$ cat config.mk
export PLATFORM = sky130hd
export DESIGN_NAME = vector_gates_skid_flat
export DESIGN_NICKNAME = d
export VERILOG_FILES = /design/src/rtl/vector_gates_skid_if.sv /design/src/rtl/vector_gates_skid.sv /design/src/flat_wrapper.sv
export SDC_FILE = /design/constraint.sdc
export NUM_CORES = 1
export LEC_CHECK = 0
export BUFFER_PORTS_ARGS = -buffer_cell sky130_fd_sc_hd__buf_4
export CAP_MARGIN = 0
export CORE_ASPECT_RATIO = 0.7
export CORE_UTILIZATION = 45
export DETAILED_ROUTE_END_ITERATION = 6
export PLACE_DENSITY = 0.69
export SYNTH_ARGS = -nofsm -noshare
export SYNTH_HDL_FRONTEND = slang
export SYNTH_SLANG_ARGS = --single-unit
$ cat constraint.sdc
create_clock -name clk -period 1.92 [get_ports clk]
set_input_delay 0.288 -clock clk [delete_from_list [all_inputs] [get_ports clk]]
set_output_delay 0.288 -clock clk [all_outputs]
set_load 0.05 [all_outputs]
$ cat src/rtl/vector_gates_skid_if.sv
// rtl/vector_gates_skid_if.sv - valid/ready word bus between gate block, skid stage and sink
interface vector_gates_skid_if #(
  parameter int W = 3
);
  logic           in_valid;
  logic           in_ready;
  logic [W-1:0]   in_or_bitwise;
  logic           in_or_logical;
  logic [2*W-1:0] in_not;
  logic           out_valid;
  logic           out_ready;
  logic [W-1:0]   out_or_bitwise;
  logic           out_or_logical;
  logic [2*W-1:0] out_not;

  modport slave (
    input  in_valid, in_or_bitwise, in_or_logical, in_not, out_ready,
    output in_ready, out_valid, out_or_bitwise, out_or_logical, out_not
  );

  modport master (
    output in_valid, in_or_bitwise, in_or_logical, in_not, out_ready,
    input  in_ready, out_valid, out_or_bitwise, out_or_logical, out_not
  );
endinterface

$ cat src/rtl/vector_gates_skid.sv
// rtl/vector_gates_skid.sv - two-entry skid output stage for gate-result words with true counter and sticky error
module vector_gates_skid #(
  parameter int W     = 3,
  parameter int CNT_W = 8
) (
  input  logic             clk,
  input  logic             reset,
  vector_gates_skid_if.slave bus,
  output logic [CNT_W-1:0] true_count,
  output logic             err
);
  typedef enum logic [1:0] {EMPTY, ONE, TWO} state_t;

  localparam int DW = 3*W + 1;
  localparam logic [CNT_W-1:0] CNT_MAX = '1;

  state_t        state;
  logic          main_valid;
  logic          skid_valid;
  logic [DW-1:0] main_word;
  logic [DW-1:0] skid_word;
  logic [DW-1:0] in_word;
  logic          accept;
  logic          pop;

  assign in_word = {bus.in_or_bitwise, bus.in_or_logical, bus.in_not};
  assign {bus.out_or_bitwise, bus.out_or_logical, bus.out_not} = main_word;
  assign bus.out_valid = main_valid;
  // in_ready depends only on the skid register, so upstream never sees a path from out_ready
  assign bus.in_ready  = ~skid_valid & ~reset;

  assign accept = bus.in_valid & bus.in_ready;
  assign pop    = main_valid & bus.out_ready;

  always_ff @(posedge clk) begin
    if (reset) begin
      state      <= EMPTY;
      main_valid <= 1'b0;
      skid_valid <= 1'b0;
      main_word  <= '0;
      skid_word  <= '0;
      true_count <= '0;
      err        <= 1'b0;
    end else begin
      unique case (state)
        EMPTY: begin
          if (accept) begin
            main_word  <= in_word;
            main_valid <= 1'b1;
            state      <= ONE;
          end
        end
        ONE: begin
          if (accept && pop) begin
            main_word <= in_word;
          end else if (accept) begin
            skid_word  <= in_word;
            skid_valid <= 1'b1;
            state      <= TWO;
          end else if (pop) begin
            main_valid <= 1'b0;
            state      <= EMPTY;
          end
        end
        TWO: begin
          if (pop) begin
            main_word  <= skid_word;
            skid_valid <= 1'b0;
            state      <= ONE;
          end
        end
        default: begin
          state      <= EMPTY;
          main_valid <= 1'b0;
          skid_valid <= 1'b0;
        end
      endcase

      if (accept && bus.in_or_logical && (true_count != CNT_MAX))
        true_count <= true_count + 1'b1;
      // inconsistent words still flow through; only the flag records them
      if (accept && (bus.in_or_logical != (|bus.in_or_bitwise)))
        err <= 1'b1;
    end
  end
endmodule
$ cat src/flat_wrapper.sv
// flat-port wrapper written by rule: the top's interface ports become plain ports
module vector_gates_skid_flat 
#(
  parameter int W     = 3,
  parameter int CNT_W = 8
)
  (clk, reset, true_count, err, bus_in_valid, bus_in_or_bitwise, bus_in_or_logical, bus_in_not, bus_out_ready, bus_in_ready, bus_out_valid, bus_out_or_bitwise, bus_out_or_logical, bus_out_not);
  vector_gates_skid_if #(.W(W)) bus_i ();
  input  logic clk;
  input  logic reset;
  output logic [CNT_W-1:0] true_count;
  output logic err;
  input wire logic [$bits(bus_i.in_valid)-1:0] bus_in_valid;
  input wire logic [$bits(bus_i.in_or_bitwise)-1:0] bus_in_or_bitwise;
  input wire logic [$bits(bus_i.in_or_logical)-1:0] bus_in_or_logical;
  input wire logic [$bits(bus_i.in_not)-1:0] bus_in_not;
  input wire logic [$bits(bus_i.out_ready)-1:0] bus_out_ready;
  output wire logic [$bits(bus_i.in_ready)-1:0] bus_in_ready;
  output wire logic [$bits(bus_i.out_valid)-1:0] bus_out_valid;
  output wire logic [$bits(bus_i.out_or_bitwise)-1:0] bus_out_or_bitwise;
  output wire logic [$bits(bus_i.out_or_logical)-1:0] bus_out_or_logical;
  output wire logic [$bits(bus_i.out_not)-1:0] bus_out_not;
  assign bus_i.in_valid = bus_in_valid;
  assign bus_i.in_or_bitwise = bus_in_or_bitwise;
  assign bus_i.in_or_logical = bus_in_or_logical;
  assign bus_i.in_not = bus_in_not;
  assign bus_i.out_ready = bus_out_ready;
  assign bus_in_ready = bus_i.in_ready;
  assign bus_out_valid = bus_i.out_valid;
  assign bus_out_or_bitwise = bus_i.out_or_bitwise;
  assign bus_out_or_logical = bus_i.out_or_logical;
  assign bus_out_not = bus_i.out_not;
  vector_gates_skid #(.W(W), .CNT_W(CNT_W)) u_core (.clk(clk), .reset(reset), .bus(bus_i), .true_count(true_count), .err(err));
endmodule
---- Word-level counts from Yosys, hierarchy flattened ----
Index checks and enable logic that the tools add are counted.
storage, ports and cells
  input port bits ......................... 14
  word-level logic and storage cells ...... 57
  bits in registers ....................... 33
operators by class
  multiplexer cells ....................... 17
  equal/unequal tests ..................... 12
  add/sub/neg operators ................... 1
  bitwise operators ....................... 8
  reduce and logical (&&, ||, !) cells .... 12
operators with widths
  kind                   number
  $mux W10               3
  $pmux W10 S3           1
  $reduce_and A4 Y1      3
  $mux W2                5
  $ne A2 B1 Y1 const B   5
  $add A8 B1 Y8 const B  1
  $ne A8 B8 Y1 const B   1
  $pmux W1 S3            2
  $pmux W2 S3            1
  $mux W1                5
  $not A1 Y1             5
  $reduce_and A5 Y1      1
  $logic_and A1 B1 Y1    4
  $ne A2 B2 Y1 const B   2
  $and A1 B1 Y1          3
  $ne A3 B1 Y1 const B   1
  $reduce_and A3 Y1      1
  $reduce_bool A3 Y1     1
  $reduce_or A3 Y1       1
  $eq A2 B1 Y1 const B   1
  $eq A2 B2 Y1 const B   1
  $logic_not A2 Y1       1
  $ne A1 B1 Y1           1

---- Logic depth before layout (Yosys ltp) ----
Gate-level depths: netlist of the first run.
  word-level depth ........................ 6
  gate-level depth with buffers ........... 6
  gate-level depth less buffers ........... 5

---- Worst setup path before layout of the first run ----
No wires, ideal clock.
  path kind ............................... register to register
  start ................................... register u_core.true_count[0]
  end ..................................... register u_core.true_count[1]
  buffers on the path ..................... 0
  required time ........................... 1.792 ns
  setup time .............................. 0.128 ns
  period minus slack after synthesis ...... 1.789 ns
  stages on the path, launching flop included .. 6
  data arrival time ....................... 1.661 ns
  path slack .............................. 0.131 ns
  cell sequence ........................... dfxtp_1 -> ha_1 -> nand3_1 -> o21ai_0 -> mux2i_1 -> nor2_1
between the ends
  word-level cells in the longest chain between the ends .. 2
  elaborated cells between the ends (all ways) .. 3
  classes of those cells .................. add/sub (1); eq/ne (1); reduce/logical (1)
ends and longest elaborated chain
  item                                                                   line                     RTL
  start: declaration                                                     vector_gates_skid.sv:9   output logic [CNT_W-1:0] true_count,
  start signal: assignment                                               vector_gates_skid.sv:80  true_count <= true_count + 1'b1;
  parallel branches: the longest is 2 deep, another holds $add A8 B1 Y8  n/a
Several ways; the timed one is not identified.
A chain may end at the register's enable or synchronous reset.

---- Final worst setup path of the first run ----
  start ................................... register u_core.state[1]
  end ..................................... register u_core.main_word[7]
between the ends
  word-level cells in the longest chain between the ends .. 3
  elaborated cells between the ends (all ways) .. 9
  classes of those cells .................. eq/ne (5); mux (1); reduce/logical (3)
ends and longest elaborated chain
  item                                                                        line                     RTL
  start: declaration                                                          vector_gates_skid.sv:17  state_t state;
  start signal: assignment                                                    vector_gates_skid.sv:37  state <= EMPTY;
  start signal: assignment                                                    vector_gates_skid.sv:50  state <= ONE;
  start signal: assignment                                                    vector_gates_skid.sv:59  state <= TWO;
  $eq A2 B2 Y1 (tied with other cells)                                        vector_gates_skid.sv:45  unique case (state)
  $ne A2 B1 Y1 (no source line) / $reduce_bool A3 Y1 (equally long branches)  n/a
  $reduce_and A4 Y1 (no source line)                                          n/a
  end signal: assignment                                                      vector_gates_skid.sv:48  main_word <= in_word;
  end signal: assignment                                                      vector_gates_skid.sv:55  main_word <= in_word;
  end signal: assignment                                                      vector_gates_skid.sv:67  main_word <= skid_word;
  end: declaration                                                            vector_gates_skid.sv:20  logic [DW-1:0] main_word;
Parallel ways exist; a longest one is shown, timed or not.

==> results of run 1 <==
## synthesized netlist by cell type, drive strengths merged
master	number	area share, %
and2	1	0.43
xnor2	1	0.60
nor3	1	0.35
and4bb	1	1.1
nor2	39	10
a21oi	5	1.7
mux2i	12	8.3
a211oi	1	0.52
o221a	10	7.8
nand3	6	2.1
nand2b	1	0.43
buf	2	1.3
or3	2	0.86
nand2	5	1.6
dfxtp	33	46
xor2	5	3.0
o211ai	2	2.0
o21a	1	0.52
clkbuf	5	1.3
ha	1	0.86
and3	3	1.3
nand4b	1	0.60
nand4	2	0.86
nand3b	3	1.6
o21bai	2	1.0
a31oi	1	0.43
nor3b	1	0.52
o21ai	3	1.0
nor4b	1	1.6
a21o	1	0.52
## report_power, final
group          internal (uW)  switching [uW]  total, uW
clock                    284             238        522
sequential               728            41.3        770
combinational            130             216        346
total                   1140             496       1640
## worst reg2reg max path, stage by stage, from the launching register on
cell      delay, ps
dfxtp_1         390
nor4b_4         450
o21bai_1        190
nand2_2         230
o221a_2         240
## registers in the layout (all words and copies together), names as in the netlist
signal	cells
u_core.skid_word	10
u_core.state	2
u_core.skid_valid	1
u_core.err	1
u_core.bus.out_valid	1
u_core.main_word	10
u_core.true_count	8
## kinds of logic after synthesis
logic type,share of synthesized area [%]
xor gates and xnor gates,3.63
AOI/OAI and AO/OA,15.5
and+or+nand+nor,23.5
muxes,8.29
buffers and inverters,2.59
adders and majority gates,0.863
DFF,45.6
## per-layer routing
metal / up-vias / global-route usage, %
li1: 618 / -
met1: 577 / 26.0
met2: 33 / 31.1
met3: 6 / 7.16
met4: 0 / 12.7
met5: - / 0
## layout make-up
cell class | instances | area (um2)
sequential | 33 | 661
clock buffer | 7 | 86.3
timing repair buffer | 37 | 278
tap | 36 | 45.0
fill | 258 | 1100
multi-input combinational | 112 | 751
## final timing paths
check	from	to	slack, ps	cells past startpoint
setup / recovery	u_core.state[1]$_SDFFE_PP0P_	u_core.main_word[7]$_SDFFE_PP0P_	380	4
hold / removal	bus_out_ready	u_core.state[1]$_SDFFE_PP0P_	250	2
hold reg to reg	u_core.skid_word[9]$_SDFFE_PP0P_	u_core.skid_word[9]$_SDFFE_PP0P_	500	2
setup reg to reg	u_core.state[1]$_SDFFE_PP0P_	u_core.main_word[7]$_SDFFE_PP0P_	380	4
## metrics by stage
| step | cells | instance area, um2 | power [uW] | utilization, % |
|---|---|---|---|---|
| finish | 225 | 1820 | 1640 | 62.3 |
| global route | 225 | 1820 | 1720 | 62.3 |
| CTS | 225 | 1820 | 1650 | 62.3 |
| detailed placement | 218 | 1730 | 1130 | 59.3 |
| global placement | 218 | 1730 | 1120 | 59.3 |
| floorplan | 152 | 1450 | 1020 | - |
==> results.sh, run 1 <==
export IMPL_status="finished clean"
export IMPL_period_share_pct=80.4
export IMPL_finalNetCount=204
export IMPL_drive_gt1_share_pct=30.7
export IMPL_path_clk_slew_ps=60
export IMPL_cts_buffer_depth=2
export IMPL_numCtsBuffers=5
export IMPL_crit_family="simple AND/OR/NAND/NOR gates"
export IMPL_required_ps=2150
export IMPL_clockRootBuffer="clkbuf_8"
export IMPL_max_freq_mhz=648
export IMPL_drt_pass1_iterations=4
export IMPL_yosys_warnings=0
export IMPL_hold_slack_ps=247
export IMPL_ys_types=33
export IMPL_worstPathCellList="nor4b_4, o21bai_1, nand2_2, o221a_2"
export IMPL_hold_viol=0
export IMPL_io_buffers=34
export IMPL_hold_class="input pin to flip-flop"
export IMPL_cts_hold_buf=0
export IMPL_maxSlewViolCount=0
export IMPL_wl_um=3250
export IMPL_start_kind="flip-flop"
export IMPL_cts_tree="done"
export IMPL_ctsResizeCount=0
export IMPL_synthesis_nets=167
export IMPL_die_w_um=69.8
export IMPL_cp_slowest_cell="nor4b_4"
export IMPL_drv_cap=0
export IMPL_fp_dieH_um=49.5
export IMPL_p_leak_uw=0.000852
export IMPL_vias=1234
export IMPL_dr_wl_met3_um=184
export IMPL_crit_buf_inv=0
export IMPL_n_antenna_cell=0
export IMPL_netlist_area_um2=1450
export IMPL_synth_seq_cells=33
export IMPL_rsz0062_at_grt="no"
export IMPL_grt_pass1_vias=1167
export IMPL_wire_per_inst_um=14.5
export IMPL_layout_commonest_cell="nor2_1"
export IMPL_powerDensity_nw_per_um2=900
export IMPL_drtIter0Drc=71
export IMPL_area_growth_pct=25.6
export IMPL_fin_worst_skew_ps=2.59
export IMPL_max_stage_delay_ps=440
export IMPL_cts_sinks=33
export IMPL_crit_fanout=10
export IMPL_setup_violations=0
export IMPL_grt_pass1_wl_um=5380
export IMPL_finalWorstSetupSlack_ps=376
export IMPL_drt_vias_per_instance=5.48
export IMPL_setup_tns_ps=0
export IMPL_num_rows=16
export IMPL_final_cell_mix="nor2_1, buf_4, dfxtp_1"
export IMPL_antenna_left=0
export IMPL_postCtsSetupBuffers=0
export IMPL_grt_max_degree=20
export IMPL_ys_seq_area_share_pct=45.6
export IMPL_top_layer_used="met4"
export IMPL_irDropWorstVdd_mv=0.554
export IMPL_gr_total_overflow=0
export IMPL_dp_hpwl_um=2280
export IMPL_boundaryPins=35
export IMPL_antenna_found_initial=0
export IMPL_core_um2=2920
export IMPL_tightestPinTransition_ps=465
export IMPL_dieArea_um2=3450
export IMPL_relSlewSlack_pct=68.8
export IMPL_crit_path_end_kind="flip-flop"
export IMPL_wl_met1_um=1520
export IMPL_place_congestion=0.851
export IMPL_drc=0
export IMPL_crit_type="flip-flop to flip-flop"
export IMPL_worstSkewPairLatency_ps=280
export IMPL_syn_area_per_cell_um2=9.53
export IMPL_initial_core_util_pct=49.6
export IMPL_postSynthCellCount=152
export IMPL_wl_met2_um=1500
export IMPL_htreeDepth=2
export IMPL_dp_slack_ps=352
export IMPL_track_usage_pct=20.8
export IMPL_fin_crit_ps=1540
export IMPL_cp_arrival_ps=1770
Note: power is estimated with default switching activity, not from simulation.
==> run 2: changes to the inputs <==
Settings changed: PLACE_DENSITY 0.69 to 0.72.
Clock period 1.92 ns to 1.3 ns, I/O delays scaled along.
==> results.sh, run 2 (same netlist as run 1, synthesis figures left out) <==
export IMPL_status="finished with violations"
export IMPL_violations="setup timing"
export IMPL_hold_viol=0
export IMPL_start_kind="flip-flop"
export IMPL_dieArea_um2=3450
export IMPL_final_cell_mix="buf_4, nor2_1, dfxtp_1"
export IMPL_cts_tree="done"
export IMPL_r2r_cells=5
export IMPL_dp_slack_ps=-81.4
export IMPL_crit_path_end_kind="flip-flop"
export IMPL_cp_endpoint="u_core.state[1]$_SDFFE_PP0P_"
export IMPL_drc=0
export IMPL_clockRootBuffer="clkbuf_8"
export IMPL_antenna_left=0
export IMPL_worst_path_stages=5
export IMPL_htreeDepth=2
export IMPL_drt_pass1_iterations=4
export IMPL_wl_um=3700
export IMPL_vias=1382
export IMPL_multi_input_area_um2=848
export IMPL_final_area_um2=2120
export IMPL_io_buffers=34
export IMPL_rsz0062_at_grt="yes"
export IMPL_top_regs="u_core.main_word x10, u_core.skid_word x10, u_core.true_count x8"
export IMPL_numCtsBuffers=5
export IMPL_drt_vias_per_instance=5.57
export IMPL_max_freq_mhz=710
export IMPL_wire_per_inst_um=14.9
export IMPL_seqCellArea_um2=696
export IMPL_finalNetCount=226
export IMPL_setup_violations=24
export IMPL_crit_type="flip-flop to flip-flop"
export IMPL_n_antenna_cell=0
export IMPL_crit_fanout=4
export IMPL_place_inst=235
export IMPL_irDropWorstVdd_mv=0.623
export IMPL_cts_buffer_depth=2
export IMPL_dp_hpwl_um=2440
export IMPL_period_share_pct=108
export IMPL_drtIter0Drc=107
export IMPL_tightestPinTransition_ps=365
export IMPL_initial_core_util_pct=49.6
export IMPL_gr_total_overflow=0
export IMPL_fp_dieH_um=49.5
export IMPL_layout_commonest_cell="buf_4"
export IMPL_hold_class="input pin to flip-flop"
export IMPL_maxSlewViolCount=0
export IMPL_cp_slowest_cell="dfxtp_4"
export IMPL_stdcell_count=248
export IMPL_nFillCells=210
export IMPL_worstSkewPairLatency_ps=280
export IMPL_core_um2=2920
export IMPL_required_ps=1490
export IMPL_place_area_um2=1920
export IMPL_cp_startpoint="u_core.skid_valid$_SDFFE_PP0P_"
export IMPL_drive_gt1_share_pct=45.3
export IMPL_die_w_um=69.8
export IMPL_p_leak_uw=0.000978
export IMPL_relSlewSlack_pct=75.6
export IMPL_antenna_found_initial=0
export IMPL_powerDensity_nw_per_um2=1160
export IMPL_track_usage_pct=22.0
export IMPL_crit_family="flip-flops"
export IMPL_finalWorstSetupSlack_ps=-109
export IMPL_fin_crit_ps=1410
export IMPL_fin_worst_skew_ps=1.33
export IMPL_area_growth_pct=46.5
export IMPL_rrSetupSlack_ps=-110
export IMPL_crit_buf_inv=2
export IMPL_timing_rr_start="u_core.skid_valid$_SDFFE_PP0P_"
export IMPL_grt_pass1_vias=1208
export IMPL_place_congestion=0.825
export IMPL_hold_path_cell_count=3
export IMPL_max_stage_delay_ps=360
export IMPL_cp_arrival_ps=1600
export IMPL_num_rows=16
export IMPL_boundaryPins=35
export IMPL_grt_max_degree=32
export IMPL_cts_sinks=33
export IMPL_drv_cap=0
export IMPL_r2r_end="u_core.state[1]$_SDFFE_PP0P_"
export IMPL_path_clk_slew_ps=60
export IMPL_grt_pass1_wl_um=5830
export IMPL_worstPathCellList="nor4b_4, buf_4, buf_6, mux2i_1, a211oi_1"
-- run 2: changes by cell type in the layout (fill, tap and decap cells not counted), moves of 3 or more --
| cell | change |
|---|---|
| buf_4 | +16 |
| dfxtp_4 | +9 |
| buf_6 | +5 |
| dfxtp_1 | -10 |
| nand3_1 | -3 |
-- run 2: how the worst min path moves through the flow --
stage | startpoint | end | slack, ps
floorplan | bus_out_ready | u_core.state[1]$_SDFFE_PP0P_ | 300
global placement | bus_out_ready | u_core.state[1]$_SDFFE_PP0P_ | 430
detailed placement | bus_out_ready | u_core.state[1]$_SDFFE_PP0P_ | 450
CTS | bus_in_not[3] | u_core.skid_word[3]$_SDFFE_PP0P_ | 160
global route | bus_in_not[4] | u_core.skid_word[4]$_SDFFE_PP0P_ | 160
finish | bus_in_not[5] | u_core.skid_word[5]$_SDFFE_PP0P_ | 160
-- run 2: metrics by stage --
step	util [%]	setup TNS, ps	total power (uW)	hold WS, ps
2_1_floorplan	-	-1140	1510	297
3_3_place_gp	65.6	-420	1680	432
3_5_place_dp	65.6	-956	1700	451
4_1_cts	70.8	-816	2450	159
5_1_grt	72.6	-3010	2570	165
6_report	72.6	-1460	2460	163
-- run 2: metal layers --
metal  up-vias  wire length [um]  global-route usage, %
met5         -                 0                      0
met4         0                41                   8.67
met3         6               288                   6.75
met2        57              1650                   30.3
met1       651              1710                   31.6
li1        668                 -                      -
-- run 2: power by group --
part / switching (uW) / leakage, uW / internal (uW) / total (uW)
combinational: 361 / 0.000663 / 252 / 612
sequential: 62.4 / 0.000276 / 1070 / 1130
clock: 337 / 0.0000395 / 380 / 716
total: 760 / 0.000978 / 1700 / 2460
-- run 2: timing repair --
action                                  4_1_cts  5_1_grt
hold endpoints to repair                      0        0
hold buffers                                  0        0
buffers inserted                              2        2
gates resized for setup                      12        8
pin swaps                                     9        8
gates cloned                                  1        1
endpoints found under the setup margin       24       29
-- run 2: worst min-delay path, cell delays in order --
cell,delay [ps]
buf_4,90
mux2i_1,50
nor2_1,70
-- run 2: final cells by class --
type,count,share of cell area (%)
flip-flops and latches,33,32.8
well taps,36,2.12
clock buffers,8,3.77
multi-input cells,113,40.0
repair buffers,58,21.4
==> run 3: changes to the inputs <==
Settings changed: SKIP_LAST_GASP set to 1.
==> results.sh, run 3 (same netlist as run 1, synthesis figures left out) <==
export IMPL_status="finished with violations"
export IMPL_violations="setup timing"
export IMPL_fp_dieH_um=49.5
export IMPL_dieArea_um2=3450
export IMPL_place_inst=235
export IMPL_min_from="bus_in_not[5]"
export IMPL_rsz0062_at_grt="yes"
export IMPL_wl_um=3760
export IMPL_clockRootBuffer="clkbuf_8"
export IMPL_crit_fanout=4
export IMPL_setup_violations=24
export IMPL_stdcell_count=248
export IMPL_timing_rr_start="u_core.skid_valid$_SDFFE_PP0P_"
export IMPL_crit_path_end_kind="flip-flop"
export IMPL_core_um2=2920
export IMPL_dp_slack_ps=-81.4
export IMPL_r2r_cells=5
export IMPL_hold_slack_ps=160
export IMPL_hold_class="input pin to flip-flop"
export IMPL_fin_worst_skew_ps=3.04
export IMPL_start_kind="flip-flop"
export IMPL_antenna_found_initial=0
export IMPL_layout_commonest_cell="buf_4"
export IMPL_cp_arrival_ps=1610
export IMPL_grt_pass1_vias=1202
export IMPL_track_usage_pct=22.0
export IMPL_cts_sinks=33
export IMPL_cts_tree="done"
export IMPL_r2r_end="u_core.state[1]$_SDFFE_PP0P_"
export IMPL_multi_input_area_um2=856
export IMPL_min_to="u_core.skid_word[5]$_SDFFE_PP0P_"
export IMPL_top_regs="u_core.main_word x10, u_core.skid_word x10, u_core.true_count x8"
export IMPL_crit_type="flip-flop to flip-flop"
export IMPL_drtIter0Drc=98
export IMPL_boundaryPins=35
export IMPL_drive_gt1_share_pct=45.8
export IMPL_die_w_um=69.8
export IMPL_finalNetCount=226
export IMPL_num_rows=16
export IMPL_maxSlewViolCount=0
export IMPL_numCtsBuffers=5
export IMPL_drc=0
export IMPL_setup_tns_ps=-1630
export IMPL_vias=1346
export IMPL_final_cell_mix="buf_4, nor2_1, dfxtp_1"
export IMPL_drt_pass1_iterations=4
export IMPL_hold_path_cell_count=3
export IMPL_n_antenna_cell=0
export IMPL_cts_hold_buf=0
export IMPL_finalWorstSetupSlack_ps=-114
export IMPL_dp_hpwl_um=2440
export IMPL_area_growth_pct=47.1
export IMPL_gr_total_overflow=0
export IMPL_seqCellArea_um2=696
export IMPL_p_leak_uw=0.000979
export IMPL_cts_buffer_depth=2
export IMPL_relSlewSlack_pct=75.5
export IMPL_irDropWorstVdd_mv=0.616
export IMPL_drv_cap=0
export IMPL_tightestPinTransition_ps=367
export IMPL_path_clk_slew_ps=60
export IMPL_nFillCells=209
export IMPL_period_share_pct=109
export IMPL_grt_pass1_wl_um=5870
export IMPL_initial_core_util_pct=49.6
export IMPL_hold_viol=0
export IMPL_drt_vias_per_instance=5.43
export IMPL_wire_per_inst_um=15.1
export IMPL_fin_crit_ps=1410
export IMPL_place_congestion=0.825
export IMPL_rrSetupSlack_ps=-110
export IMPL_antenna_left=0
export IMPL_io_buffers=34
export IMPL_powerDensity_nw_per_um2=1160
export IMPL_htreeDepth=2
export IMPL_required_ps=1490
export IMPL_max_freq_mhz=707
export IMPL_worstSkewPairLatency_ps=280
export IMPL_grt_max_degree=32
==> run 3: final cells by class <==
cell class              count  area share (%)
clock buffers               8            3.76
well taps                  36            2.11
flip-flops and latches     33            32.6
multi-input cells         113            40.2
repair buffers             58            21.3
==> run 3: layer usage <==
metal	GRT usage, %	vias up	wire, um
met3	6.75	7	304
met5	0	-	0
met2	30.4	45	1640
met4	8.33	0	42
li1	-	664	-
met1	31.7	630	1770
==> run 3: critical path, stage by stage, from the launching register on <==
cell and delay, ps:
dfxtp_4 360, nor4b_4 340, buf_4 230, buf_6 110
mux2i_1 60, a211oi_1 230
==> run 3: how the worst max path moves through the flow <==
stage,from,to,slack [ps],depth (start not counted)
after floorplan,u_core.bus.out_valid$_SDFFE_PP0P_,u_core.main_word[0]$_SDFFE_PP0P_,-70,5
after CTS,u_core.skid_valid$_SDFFE_PP0P_,u_core.main_word[2]$_SDFFE_PP0P_,-70,4
after global placement,reset,u_core.main_word[2]$_SDFFE_PP0P_,-40,5
after global routing,u_core.skid_valid$_SDFFE_PP0P_,u_core.main_word[6]$_SDFFE_PP0P_,-150,5
final,u_core.skid_valid$_SDFFE_PP0P_,u_core.state[1]$_SDFFE_PP0P_,-110,5
after detailed placement,reset,u_core.main_word[2]$_SDFFE_PP0P_,-80,6
==> run 3: per-stage QoR <==
step	cell area [um2]	total power (uW)	util, %
floorplan	1520	1510	-
global placement	1920	1680	65.6
detailed placement	1920	1700	65.6
CTS	2060	2450	70.5
global route	2130	2570	72.9
finish	2130	2460	72.9
==> run 3: power breakdown <==
part,leakage (uW),switching [uW],internal (uW)
sequential,0.000276,63.1,1070
combinational,0.000664,363,252
clock,0.0000395,337,380
==> run 3: what timing repair did <==
item,4_1_cts,5_1_grt
endpoints found under the setup margin,24,29
gates resized for setup,11,10
hold endpoints to repair,0,0
buffers inserted,2,2
pin swaps,9,9
gates cloned,1,1
